[src/rtl/interrupt_controller.sv]
// interrupt_controller
//   Eight-source prioritised interrupt controller with a 4-byte register window.
//   Offset 0 PENDING (R, write-1-to-clear), 1 MASK (R/W), 2 CONTROL (bit0 GIE R/W,
//   bit1 EOI write-only), 3 STATUS (R: bit7 in service, bits 2:0 in-service vector).
//   Source 0 has the highest priority.
//
//   Optional build macro: INT_CTRL_AUTO_EOI_EN -- acknowledge returns straight to
//   IDLE; no SERVICE state, STATUS bit 7 stays 0 and EOI writes are ignored.
//
// Ports
//   clk, rst         clock, synchronous active-high reset
//   din, address     bus write data / bus address
//   w_en, r_en       bus write / read strobes
//   dout             registered read data (0 while address is outside the window)
//   irq_in           single-cycle interrupt pulses from peripherals
//   int_req          interrupt request to the CPU
//   int_vector       index of the requesting source, valid while int_req = 1
//   int_ack          CPU acknowledge
module interrupt_controller #(
    parameter logic [7:0] INT_CTRL_ADDRESS = 8'h00
) (
    input  logic       clk,
    input  logic       rst,
    input  logic [7:0] din,
    input  logic [7:0] address,
    input  logic       w_en,
    input  logic       r_en,
    output logic [7:0] dout,
    input  logic [7:0] irq_in,
    output logic       int_req,
    output logic [2:0] int_vector,
    input  logic       int_ack
);

    typedef enum logic [1:0] {IDLE, REQUEST, SERVICE} state_t;

    state_t     state;
    logic [7:0] pending;
    logic [7:0] mask;
    logic       gie;
    logic       in_service;
    logic [2:0] service_vec;

    // Offset relative to the base; works for any base, aligned or not.
    logic [7:0] offset;
    logic       in_window;
    assign offset    = address - INT_CTRL_ADDRESS;
    assign in_window = (offset < 8'd4);

    logic wr_pending, wr_mask, wr_control;
    assign wr_pending = w_en && in_window && (offset[1:0] == 2'd0);
    assign wr_mask    = w_en && in_window && (offset[1:0] == 2'd1);
    assign wr_control = w_en && in_window && (offset[1:0] == 2'd2);

    logic [7:0] active;
    assign active = pending & mask;

    function automatic logic [2:0] lowest_set(input logic [7:0] v);
        logic [2:0] idx;
        idx = 3'd0;
        for (int i = 7; i >= 0; i--)
            if (v[i]) idx = 3'(i);
        return idx;
    endfunction

    logic ack_now;
    assign ack_now = (state == REQUEST) && int_ack;

    // Clears from W1C and acknowledge; new pulses are OR'd in afterwards so set wins.
    logic [7:0] clear_bits;
    logic [7:0] pending_next;
    always_comb begin
        clear_bits = 8'h00;
        if (wr_pending) clear_bits = clear_bits | din;
        if (ack_now)    clear_bits = clear_bits | (8'h01 << int_vector);
        pending_next = (pending & ~clear_bits) | irq_in;
    end

    logic [7:0] read_data;
    always_comb begin
        read_data = 8'h00;
        case (offset[1:0])
            2'd0: read_data = pending;
            2'd1: read_data = mask;
            2'd2: read_data = {7'b0, gie};
            2'd3: read_data = {in_service, 4'b0, service_vec};
            default: read_data = 8'h00;
        endcase
    end

    // Register file and bus read port
    always_ff @(posedge clk) begin
        if (rst) begin
            pending <= 8'h00;
            mask    <= 8'h00;
            gie     <= 1'b0;
            dout    <= 8'h00;
        end else begin
            pending <= pending_next;
            if (wr_mask)    mask <= din;
            if (wr_control) gie  <= din[0];
            if (!in_window)
                dout <= 8'h00;
            else if (r_en)
                dout <= read_data;
        end
    end

    // Request / service FSM with registered outputs
    always_ff @(posedge clk) begin
        if (rst) begin
            state       <= IDLE;
            int_req     <= 1'b0;
            int_vector  <= 3'd0;
            in_service  <= 1'b0;
            service_vec <= 3'd0;
        end else begin
            case (state)
                IDLE: begin
                    if (gie && (active != 8'h00)) begin
                        state      <= REQUEST;
                        int_req    <= 1'b1;
                        int_vector <= lowest_set(active);
                    end
                end
                REQUEST: begin
                    // Acknowledge takes precedence over a withdrawn request.
                    if (int_ack) begin
                        int_req     <= 1'b0;
                        service_vec <= int_vector;
`ifdef INT_CTRL_AUTO_EOI_EN
                        state       <= IDLE;
`else
                        state       <= SERVICE;
                        in_service  <= 1'b1;
`endif
                    end else if (!gie || !mask[int_vector]) begin
                        state   <= IDLE;
                        int_req <= 1'b0;
                    end
                end
                SERVICE: begin
`ifndef INT_CTRL_AUTO_EOI_EN
                    if (wr_control && din[1]) begin
                        state      <= IDLE;
                        in_service <= 1'b0;
                    end
`else
                    state <= IDLE;
`endif
                end
                default: begin
                    state   <= IDLE;
                    int_req <= 1'b0;
                end
            endcase
        end
    end

endmodule

[config.mk]
export PLATFORM = sky130hd
export DESIGN_NAME = interrupt_controller
export DESIGN_NICKNAME = d
export VERILOG_FILES = /design/src/rtl/interrupt_controller.sv
export SDC_FILE = /design/constraint.sdc
export NUM_CORES = 1
export LEC_CHECK = 0
export ABC_AREA = 1
export ABC_CLOCK_PERIOD_IN_PS = 1400
export CAP_MARGIN = 5
export CORE_ASPECT_RATIO = 0.75
export CORE_UTILIZATION = 49
export CTS_CLUSTER_SIZE = 25
export DETAILED_ROUTE_END_ITERATION = 16
export GPL_ROUTABILITY_DRIVEN = 0
export PLACE_DENSITY_LB_ADDON = 0.15
export SLEW_MARGIN = 15
export SYNTH_ARGS = -nofsm -noshare
export SYNTH_HDL_FRONTEND = slang
export SYNTH_SLANG_ARGS = --single-unit
[constraint.sdc]
create_clock -name clk -period 1.4 [get_ports clk]
set_clock_uncertainty 0.1 [all_clocks]
set_input_delay 0.35 -clock clk [delete_from_list [all_inputs] [get_ports clk]]
set_output_delay 0.35 -clock clk [all_outputs]
set_load 0.01 [all_outputs]
# Word level (Yosys, flattened, before mapping)
# Index checks and enable logic that the tools add are counted.
# classes
eq_ne	9
n_reduce_logical	20
bitwise	7
mux	25
n_lt_le_gt_ge	2
n_shift	1
# op_table
operator	count
8-bit one-hot mux with 4 select lines	1
3-bit 2-to-1 mux	8
8-bit bitwise AND	2
8-bit 2-to-1 mux	2
8-bit OR	2
3-bit AND reduction	3
8-bit by 3-bit less-than comparator with 1-bit output, second input constant	1
2-bit 2-to-1 mux	4
8-bit NOT	1
8-bit nonzero test	1
1-bit by 3-bit << shifter with 8-bit output, first input constant	1
1-bit logical AND	7
2-bit == test, second input constant	3
1-bit 2-to-1 mux	6
2-bit != test, second input constant	3
2-bit one-hot mux with 3 select lines	1
2-bit by 1-bit == test with 1-bit output, second input constant	2
2-bit zero test	2
3-bit by 4-bit less-than comparator with 1-bit output, second input constant	1
2-bit AND reduction	2
1-bit binary-select mux with 3-bit select	1
3-bit by 2-bit != test with 1-bit output, second input constant	1
1-bit one-hot mux with 3 select lines	1
1-bit zero test	2
other kinds (5)	6
# word_totals
input_bits	29
regBits	35

# Depth between registers and ports, before layout
# Gate-level depths: netlist of the first run.
# depth
word_depth	9
ltp_mapped	9
ltp_nobuf	9

# Worst setup path after synthesis of the first run
# OpenSTA, ideal clock, no wires.
# synth_path
path_kind	input port to flip-flop
start	in address[2]
end	reg mask[3]
stages	7
path_buffers	0
arrival_ps	1077
setup_slack_ps	107
required_ps	1184
cell_sequence	nor2_1 > and3_4 > nand2_4 > nor2_4 > inv_2 > nor2_1 > nor2_1
# synth_via
elab_chain_cells	3
# synth_lines
item	line_no	source
start, declared	25	input logic [7:0] address,
8-bit by 3-bit less-than comparator with 1-bit output	48	assign in_window = (offset < 8'd4);
1-bit logical AND (2 in series)	52	assign wr_mask = w_en && in_window && (offset[1:0] == 2'd1);
end signal, assigned	100	if (wr_mask) mask <= din;
end, declared	39	logic [7:0] mask;
# No other way between the ends.
# A chain may end at the register's enable or synchronous reset.

# Worst setup path in the final report of the first run
# layout_path
start	reg int_req
end	out int_req
# layout_rtl
item	line_no	source
start, declared	30	output logic int_req,
start signal, assigned	113	int_req <= 1'b0;
start signal, assigned	122	int_req <= 1'b1;
start signal, assigned	129	int_req <= 1'b0;
# No word-level cell between the ends.

==> impl_metrics.py, run 1 <==
metrics = {
    "run_status": {
        "outcome": "complete, but fails checks",
        "violations": "design-rule violations",
    },
    "placed_design": {
        "postPlaceCellArea_sq_um": 2410,
        "hpwlAfterDp_um": 3730,
        "pre_cts_ws_ns": -0.450,
        "io_buffers": 40,
    },
    "clock_tree": {
        "cts_made_buffers": 5,
        "cts_root_buf": "clkbuf_8",
        "insertion_delay_ns": 0.29,
        "cts_max_level": 2,
        "cts_tree": "built",
        "clkSlewWorstSetupHoldPaths_ns": 0.07,
        "cts.sinks": 35,
        "cts_buffer_depth": 2,
        "cts_hold_buf": 0,
    },
    "floorplan": {
        "start_util": 0.526,
        "fp.dieW_um": 71.3,
        "fp.coreArea_sq_um": 3360,
        "dieArea_sq_um": 3850,
        "dieHeight_um": 54.0,
        "rows": 18,
        "ios": 41,
    },
    "hold_path": {
        "hold_class": "primary input to flip-flop",
        "holdPathStages": 4,
    },
    "detailed_routing": {
        "num_vias": 1930,
        "antenna_left": 0,
        "first_pass_iters": 10,
        "vias_per_cell": 5.36,
        "routedWlPerCell_um": 13.7,
        "drc": 3,
        "routed_wl_um": 4950,
        "drt-initial-drc-count": 115,
    },
    "logic_synthesis": {
        "synth_top_area_frac": 0.397,
        "synth_common_cells": "nand2_1 (55), dfxtp_1 (35), nor2_1 (31), a21oi_1 (21), inv_1 (21)",
        "yosys.area.top_type": "dfxtp_1",
        "synth_seq_cells": 35,
        "async_reset_ff_frac": 0,
        "syn_inst": 243,
        "synth_edf_count": 0,
        "ys_types": 36,
        "synth_xor_area_frac": 0,
        "syn_nets": 272,
        "ys_seq_area_frac": 0.397,
        "yosysWarnings": 0,
        "synth_fa_ha_area_frac": 0,
        "synth_simple_gate_area_frac": 0.328,
        "synth_top_family_by_area": "simple AND/OR/NAND/NOR gates",
        "synth.most_common_cell": "nand2_1",
        "muxShareOfSynthArea": 0,
        "syn_area_sq_um": 1760,
        "synth-compound-area-share": 0.190,
        "synth_area_leaders": "dfxtp_1 (40%), nand2_1 (12%), nor2_1 (6.6%)",
        "syn_avg_cell_area_sq_um": 7.26,
        "synth_ff_type": "dfxtp_1",
    },
    "grt": {
        "grt_pass1_wl_um": 7960,
        "grt_usage": 0.281,
        "gr-total-overflow": 0,
        "grt_pass1_vias": 1667,
        "grt_max_degree": 12,
        "antenna_found_initial": 0,
    },
    "sta": {
        "min_period_over_period": 0.956,
        "setup_violations": 0,
        "fin_crit_ns": 1.34,
        "max_freq_mhz": 747,
        "relSlewSlack": 0.807,
        "worst_pin_slew_ns": 0.289,
        "grt_setup_unrepaired": "yes",
        "setup_slack_ns": 0.0615,
        "holdWs_ns": 0.359,
        "slew_viol_final": 0,
        "hold_viol_final": 0,
    },
    "finish": {
        "ff_latch_area_sq_um": 708,
        "fin_area_sq_um": 2610,
        "nets": 348,
        "multi_input_comb_area_sq_um": 955,
        "syn2layout_area_growth_pct": 47.7,
        "drive_gt1_frac": 0.244,
        "fill_cells": 257,
        "diodes": 0,
    },
    "setup_path": {
        "arrival_ns": 0.89,
        "crit_slowest_cell": "dfxtp_1",
        "reg2regPathDepth": 9,
        "path_class": "flip-flop to primary output",
        "path_max_fanout": 2,
        "r2r_slack_ns": 0.07,
        "critPathLaunchType": "flip-flop",
        "cp_num_buf_inv": 1,
        "crit_required_ns": 0.95,
        "crit_path_end_kind": "primary output",
        "cp.depth": 1,
        "path_cells": "dlygate4sd2_1",
        "path_delay_family": "flip-flops",
        "cpPeakStageDelay_ns": 0.33,
    },
    "power": {
        "power_density_nw_per_um2": 900,
        "leakage_nw": 1.20,
        "vdd_drop_max_uv": 1110,
    },
    "job": {
        "maxCapViolations": 0,
    },
}
==> worst register-to-register path: cells and delay by family, from the launching register on <==
kind | cells | cell delay, ns
flip-flops | 1 | 0.34
AND/OR/NAND/NOR | 8 | 0.71
AO/OA/AOI/OAI | 1 | 0.11
==> worst paths after layout <==
check	to	from
min reg2reg	service_vec[2]	service_vec[2]
min	state[0]	int_ack
max	int_req	int_req
max reg2reg	int_req	pending[6]
==> state kept, by name, summed over array words and instances (netlist names) <==
register     flops
dout             8
gie              1
in_service       1
int_req          1
int_vector       3
mask             8
pending          8
service_vec      3
state            2
==> layout by cell type, fill, tap and decap left out, types with 2 or more instances in the layout <==
master,count
dlygate4sd2_1,19
dfxtp_2,3
a21boi_1,2
a211oi_1,3
clkdlybuf4s50_1,19
nand3_4,2
nand3_1,16
nand2_2,2
nand3_2,2
inv_1,19
a31oi_1,4
buf_6,2
buf_4,32
dfxtp_1,31
o21ai_2,2
inv_4,2
inv_2,3
o21ai_0,15
a21oi_1,19
a221oi_1,3
nor2_2,5
a21oi_2,2
o21ai_1,2
nor2_1,28
bufinv_16,2
clkbuf_8,5
nor2_4,3
nand2_1,55
==> layout make-up <==
cell class	count	area share
clock buffers	6	0.0279
well taps	40	0.0192
flip-flops and latches	35	0.272
inverters	25	0.0394
multi-input cells	177	0.366
clock inverters	2	0.0231
repair buffers	75	0.252
==> cell families (layout without fill, tap and decap cells) <==
logic type | after synthesis | in the layout
AOI/OAI and AO/OA | 57 | 57
buffers and inverters | 31 | 108
DFF | 35 | 35
and+or+nand+nor | 120 | 120
==> report_power, final <==
part / internal [mW] / switching (mW) / leakage, nW / total, mW
Combinational: 0.130 / 0.100 / 0.844 / 0.231
Clock: 0.712 / 0.378 / 0.0654 / 1.09
Sequential: 1.01 / 0.0132 / 0.287 / 1.02
==> per-layer routing <==
layer / share of wire / vias to the layer above / global-route usage
li1: - / 963 / -
met1: 0.47 / 870 / 0.391
met3: 0.089 / 11 / 0.0562
met4: 0.021 / 0 / 0.133
met5: 0 / - / 0
met2: 0.42 / 86 / 0.424
==> metrics by stage <==
step	std cells	utilization	TNS, ns	total power [mW]
after global placement	348	0.717	-9.52	1.28
after global routing	360	0.776	-0.0185	2.42
final	360	0.776	0	2.34
after detailed placement	348	0.717	-10.49	1.28
after floorplan	243	-	0	1.13
after CTS	358	0.757	0	2.35
==> timing repair <==
action / 4_1_cts / 5_1_grt
buffers inserted: 2 / 2
setup endpoints to repair: 37 / 18
resized for setup: 26 / 20
pin swaps: 7 / 3
(Power assumes the default switching activity.)
==> run 2: changes to the inputs <==
Settings changed: ABC_CLOCK_PERIOD_IN_PS 1400 to 1100, CORE_UTILIZATION 49 to 44.
Clock period 1.4 ns to 1.1 ns, I/O delays scaled along.
==> run 2 against run 1 <==
The flow finishes with violations (negative setup slack). Utilization rose by 8.1 points. Routed wire length is 36% higher. First-iteration DRC count increased by 70%. Sequential share of layout area shrank 4.0 points. Non-clock buffer count increased by 30. Critical path depth is 8 higher. Worst hold slack got worse by 0.040 ns. Total power up 13%. Critical path type is now flip-flop to flip-flop. Largest power group is now sequential cells.
==> impl_metrics.py, run 2 (synthesized netlist as in run 1, its figures left out) <==
metrics = {
    "power": {
        "combPwrFrac": 0.141,
        "power_density_nw_per_um2": 822,
        "intPower_mw": 1.92,
        "clockPowerShare": 0.368,
        "leakage_nw": 1.43,
        "vdd_drop_max_uv": 731,
        "seq_power_share": 0.492,
        "p_switching_uw": 726,
        "p_total_mw": 2.65,
        "netSwitchingFraction": 0.274,
    },
    "sta": {
        "min_period_over_period": 1.29,
        "slew_viol_final": 0,
        "relSlewSlack": 0.764,
        "timing.setup.tns_ns": -2.95,
        "fin_crit_ns": 1.42,
        "hold_viol_final": 0,
        "setup_violations": 36,
        "max_freq_mhz": 703,
        "worst_pin_slew_ns": 0.350,
        "setup_slack_ns": -0.322,
        "grt_setup_unrepaired": "yes",
    },
    "run_status": {
        "violations": "negative setup slack",
        "outcome": "complete, but fails checks",
    },
    "setup_path": {
        "path_class": "flip-flop to flip-flop",
        "reg2regPathDepth": 9,
        "path_max_fanout": 7,
        "crit_required_ns": 1.22,
        "critPathLaunchType": "flip-flop",
        "arrival_ns": 1.55,
        "crit_path_end_kind": "flip-flop",
    },
    "finish": {
        "fin_area_sq_um": 3220,
        "utilization": 0.857,
        "fill_cells": 214,
        "top_regs": "dout x8, mask x8, pending x8",
        "diodes": 0,
        "final_cell_mix": "buf_4 (58), nand2_1 (37), dfxtp_2 (26)",
        "final_common_cell": "buf_4",
        "drive_gt1_frac": 0.617,
        "nets": 378,
        "final_cells": 402,
        "syn2layout_area_growth_pct": 82.6,
    },
    "clock_tree": {
        "cts.sinks": 35,
        "cts_tree": "built",
        "insertion_delay_ns": 0.30,
        "clkSlewWorstSetupHoldPaths_ns": 0.08,
        "cts_max_level": 2,
        "cts_root_buf": "clkbuf_8",
        "cts_made_buffers": 5,
        "cts_buffer_depth": 2,
        "cts_hold_buf": 0,
    },
    "floorplan": {
        "rows": 19,
        "dieArea_sq_um": 4270,
        "ios": 41,
        "start_util": 0.470,
        "fp.dieW_um": 75.1,
        "fp.coreArea_sq_um": 3760,
        "dieHeight_um": 56.8,
    },
    "grt": {
        "use_met2": 0.443,
        "grt_pass1_vias": 1918,
        "busiest_layer": "met2",
        "gr-total-overflow": 0,
        "grt_max_degree": 13,
        "use_met1": 0.398,
        "grt.met3_usage": 0.0790,
        "grt_pass1_wl_um": 9010,
        "antenna_found_initial": 0,
        "grt_usage": 0.292,
    },
    "detailed_routing": {
        "routedWlPerCell_um": 16.7,
        "routed_wl_um": 6730,
        "vias_per_cell": 5.53,
        "num_vias": 2225,
        "first_pass_iters": 5,
        "antenna_left": 0,
        "drt-initial-drc-count": 196,
        "drc": 0,
    },
    "hold_path": {
        "hold_class": "primary input to flip-flop",
        "holdPathStages": 3,
    },
    "placed_design": {
        "dp_cells": 380,
        "hpwlAfterDp_um": 4030,
        "postPlaceCellArea_sq_um": 2610,
        "io_buffers": 40,
    },
    "job": {
        "maxCapViolations": 0,
    },
}
[run 2: changes by cell type in the layout (fill, tap and decap cells not counted), moves of 7 or more]
cell / change
buf_4: +26
dfxtp_1: -26
dfxtp_2: +23
buf_6: +20
nand2_1: -18
dlygate4sd2_1: -17
nor2_4: +13
nand2_2: +12
nor2_1: -12
o21ai_0: -8
nand3_1: -7
o21ai_2: +7
[run 2: power by group through the flow]
stage | logic [mW] | clock network, mW | registers, mW
finish | 0.372 | 0.973 | 1.30
detailed placement | 0.320 | 0 | 1.33
global placement | 0.317 | 0 | 1.33
CTS | 0.333 | 0.972 | 1.30
floorplan | 0.104 | 0 | 1.33
global route | 0.393 | 1.02 | 1.30
[run 2: metrics by stage]
step           setup slack [ns]  hold WS [ns]
6_report                 -0.322         0.319
5_1_grt                  -0.324         0.339
4_1_cts                  -0.134         0.358
3_5_place_dp             -0.685         0.346
3_3_place_gp             -0.638         0.341
2_1_floorplan            -0.115         0.291
[run 2: routing by layer]
metal	vias to the layer above	share of wire
li1	1029	-
met2	137	0.45
met5	-	0
met4	0	0.026
met1	1037	0.42
met3	22	0.096
[run 2: worst paths after layout]
path,to,startpoint,slack (ns)
setup / recovery,int_req,int_vector[0],-0.32
hold / removal,state[1],rst,0.32
hold reg to reg,service_vec[1],service_vec[1],0.37
setup reg to reg,int_req,int_vector[0],-0.32
[run 2: layout make-up]
class	count	area, sq um	share of cell area
clock buffer	5	68.8	0.0214
inverter	25	106	0.0330
clock inverter	3	20.0	0.00622
timing repair buffer	105	938	0.291
multi-input combinational	177	1270	0.395
tap	52	65.1	0.0202
sequential	35	748	0.232
[run 2: what timing repair did]
action | 4_1_cts | 5_1_grt
gates resized for setup | 163 | 78
pin swaps | 24 | 20
buffers inserted | 5 | 10
setup endpoints to repair | 47 | 45
[run 2: critical path: stages, from the launching register on]
cell     delay [ns]
dfxtp_4        0.39
buf_12         0.14
nand2_1        0.08
nand2_1        0.10
nand2_1        0.08
nand3_2        0.09
nand3_4        0.09
nand3_2        0.07
nand2_1        0.06
a21oi_1        0.13
==> run 3: changes to the inputs <==
Settings changed: CORE_ASPECT_RATIO 0.75 to 0.9.
==> run 3 against run 2 <==
Non-clock buffer count fell by 6. First-iteration DRC count fell by 9.7%. Setup slack improved by 0.10 ns. Critical path depth did not move. Routed wire length rose by 0.59%. The flow still finishes with violations (negative setup slack). Utilization fell by 2.3 points. Fmax rose by 7.6%. Sequential power barely moved. Register-to-register slack improved by 0.10 ns. Combinational power fell by 2%. Largest power group is now the clock network. Sequential cell count did not move. Final cell count fell by 3.0%.
==> impl_metrics.py, run 3 (synthesized netlist as in run 1, its figures left out) <==
metrics = {
    "setup_path": {
        "rr_startpoint": "int_vector[0]",
        "path_cells": "buf_12 -> nand2_1 -> nand2_1 -> nand2_1 -> nand3_2 -> nand3_2 -> nand3_2 -> nand2_1 -> a21oi_1",
        "arrival_ns": 1.45,
        "crit_path_end_kind": "flip-flop",
        "crit_required_ns": 1.23,
        "r2r_slack_ns": -0.22,
        "critPathLaunchType": "flip-flop",
        "regToRegEndpoint": "int_req",
        "path_max_fanout": 8,
        "reg2regPathDepth": 9,
        "cp_common_cell": "nand2_1",
        "crit_slowest_cell": "dfxtp_4",
        "cpPeakStageDelay_ns": 0.38,
        "path_class": "flip-flop to flip-flop",
    },
    "finish": {
        "drive_gt1_frac": 0.564,
        "multi_input_comb_area_sq_um": 1200,
        "diodes": 0,
        "fin_area_sq_um": 3160,
        "final_cell_mix": "buf_4 (48), nand2_1 (44), buf_6 (24)",
        "final_cells": 390,
        "ff_latch_area_sq_um": 744,
        "final_common_cell": "buf_4",
        "fill_cells": 224,
        "utilization": 0.834,
        "top_regs": "dout x8, mask x8, pending x8",
        "nets": 372,
        "syn2layout_area_growth_pct": 78.9,
    },
    "hold_path": {
        "hp-start": "r_en",
        "holdPathStages": 3,
        "hold_class": "primary input to flip-flop",
        "whs_endpoint": "dout[4]",
    },
    "run_status": {
        "violations": "negative setup slack",
        "outcome": "complete, but fails checks",
    },
    "grt": {
        "grt_pass1_wl_um": 8850,
        "grt_pass1_vias": 1835,
        "antenna_found_initial": 0,
        "grt_max_degree": 12,
        "gr-total-overflow": 0,
        "grt_usage": 0.302,
    },
    "clock_tree": {
        "insertion_delay_ns": 0.31,
        "cts_buffer_depth": 2,
        "cts.sinks": 35,
        "cts_max_level": 2,
        "cts_hold_buf": 0,
        "clkSlewWorstSetupHoldPaths_ns": 0.08,
        "cts_root_buf": "clkbuf_8",
        "cts_tree": "built",
        "cts_made_buffers": 5,
    },
    "power": {
        "p_total_mw": 3.10,
        "power_density_nw_per_um2": 983,
        "leakage_nw": 1.38,
        "vdd_drop_max_uv": 1270,
    },
    "floorplan": {
        "dieArea_sq_um": 4270,
        "start_util": 0.466,
        "fp.coreArea_sq_um": 3780,
        "ios": 41,
        "fp.dieW_um": 68.7,
        "dieHeight_um": 62.1,
        "rows": 21,
    },
    "detailed_routing": {
        "drt-initial-drc-count": 177,
        "first_pass_iters": 4,
        "antenna_left": 0,
        "routedWlPerCell_um": 17.4,
        "num_vias": 2175,
        "routed_wl_um": 6770,
        "drc": 0,
        "vias_per_cell": 5.58,
    },
    "sta": {
        "min_period_over_period": 1.20,
        "hold_viol_final": 0,
        "setup_violations": 32,
        "slew_viol_final": 0,
        "timing.setup.tns_ns": -2.41,
        "fin_crit_ns": 1.32,
        "worst_pin_slew_ns": 0.363,
        "max_freq_mhz": 756,
        "grt_setup_unrepaired": "yes",
        "relSlewSlack": 0.756,
        "setup_slack_ns": -0.222,
    },
    "placed_design": {
        "hpwlAfterDp_um": 4030,
        "io_buffers": 40,
        "postPlaceCellArea_sq_um": 2610,
        "dp_cells": 375,
    },
    "job": {
        "maxCapViolations": 0,
    },
}
run 3: changes by cell type in the layout (fill, tap and decap cells not counted), sizes merged:
cell	before	now
inv	24	25
buf	84	76
clkdlybuf4s50	17	16
dlymetal6s2s	1	2
clkinv	2	0
bufinv	0	2
clkinvlp	2	0
clkbuf	6	7
clkdlybuf4s15	0	2
run 3: cell type report:
| class | count | area share |
|---|---|---|
| Clock inverter | 2 | 0.0190 |
| Tap cell | 46 | 0.0182 |
| Inverter | 25 | 0.0313 |
| Timing Repair Buffer | 99 | 0.293 |
| Clock buffer | 6 | 0.0230 |
| Multi-Input combinational cell | 177 | 0.379 |
| Sequential cell | 35 | 0.236 |
run 3: timing repair:
item                                    4_1_cts  5_1_grt
pin swaps                                    32       28
setup buffers                                 6        2
endpoints found under the setup margin       47       46
resized for setup                           155       55
run 3: metrics by stage:
step / hold WS, ns / worst slack [ns]
after global placement: 0.344 / -0.642
after floorplan: 0.291 / -0.115
after global routing: 0.276 / -0.247
after detailed placement: 0.341 / -0.707
final: 0.251 / -0.222
after CTS: 0.355 / -0.151
run 3: worst max path at each step:
stage | cells after the start | startpoint | to | slack (ns)
global route | 9 | int_vector[0] | int_req | -0.25
CTS | 9 | pending[5] | int_req | -0.15
global placement | 8 | address[2] | mask[3] | -0.64
floorplan | 7 | address[2] | mask[3] | -0.11
finish | 9 | int_vector[0] | int_req | -0.22
detailed placement | 8 | address[2] | pending[4] | -0.71
run 3: routing by layer:
metal | share of wire | global-route usage | vias to the layer above
li1 | - | - | 1008
met1 | 0.40 | 0.394 | 1009
met2 | 0.48 | 0.476 | 127
met3 | 0.076 | 0.0566 | 31
met4 | 0.045 | 0.160 | 0
met5 | 0 | 0 | -
run 3: critical path, delay by kind of cell, from the launching register on:
| kind | cells | cell delay [ns] |
|---|---|---|
| buf+inv | 1 | 0.12 |
| flops | 1 | 0.38 |
| compound gates | 1 | 0.11 |
| simple gates | 7 | 0.56 |
run 3: report_power, final:
part           internal, mW  leakage, nW  switching (mW)
combinational         0.198         1.02           0.166
clock                 0.907       0.0654           0.531
sequential             1.28        0.298          0.0179
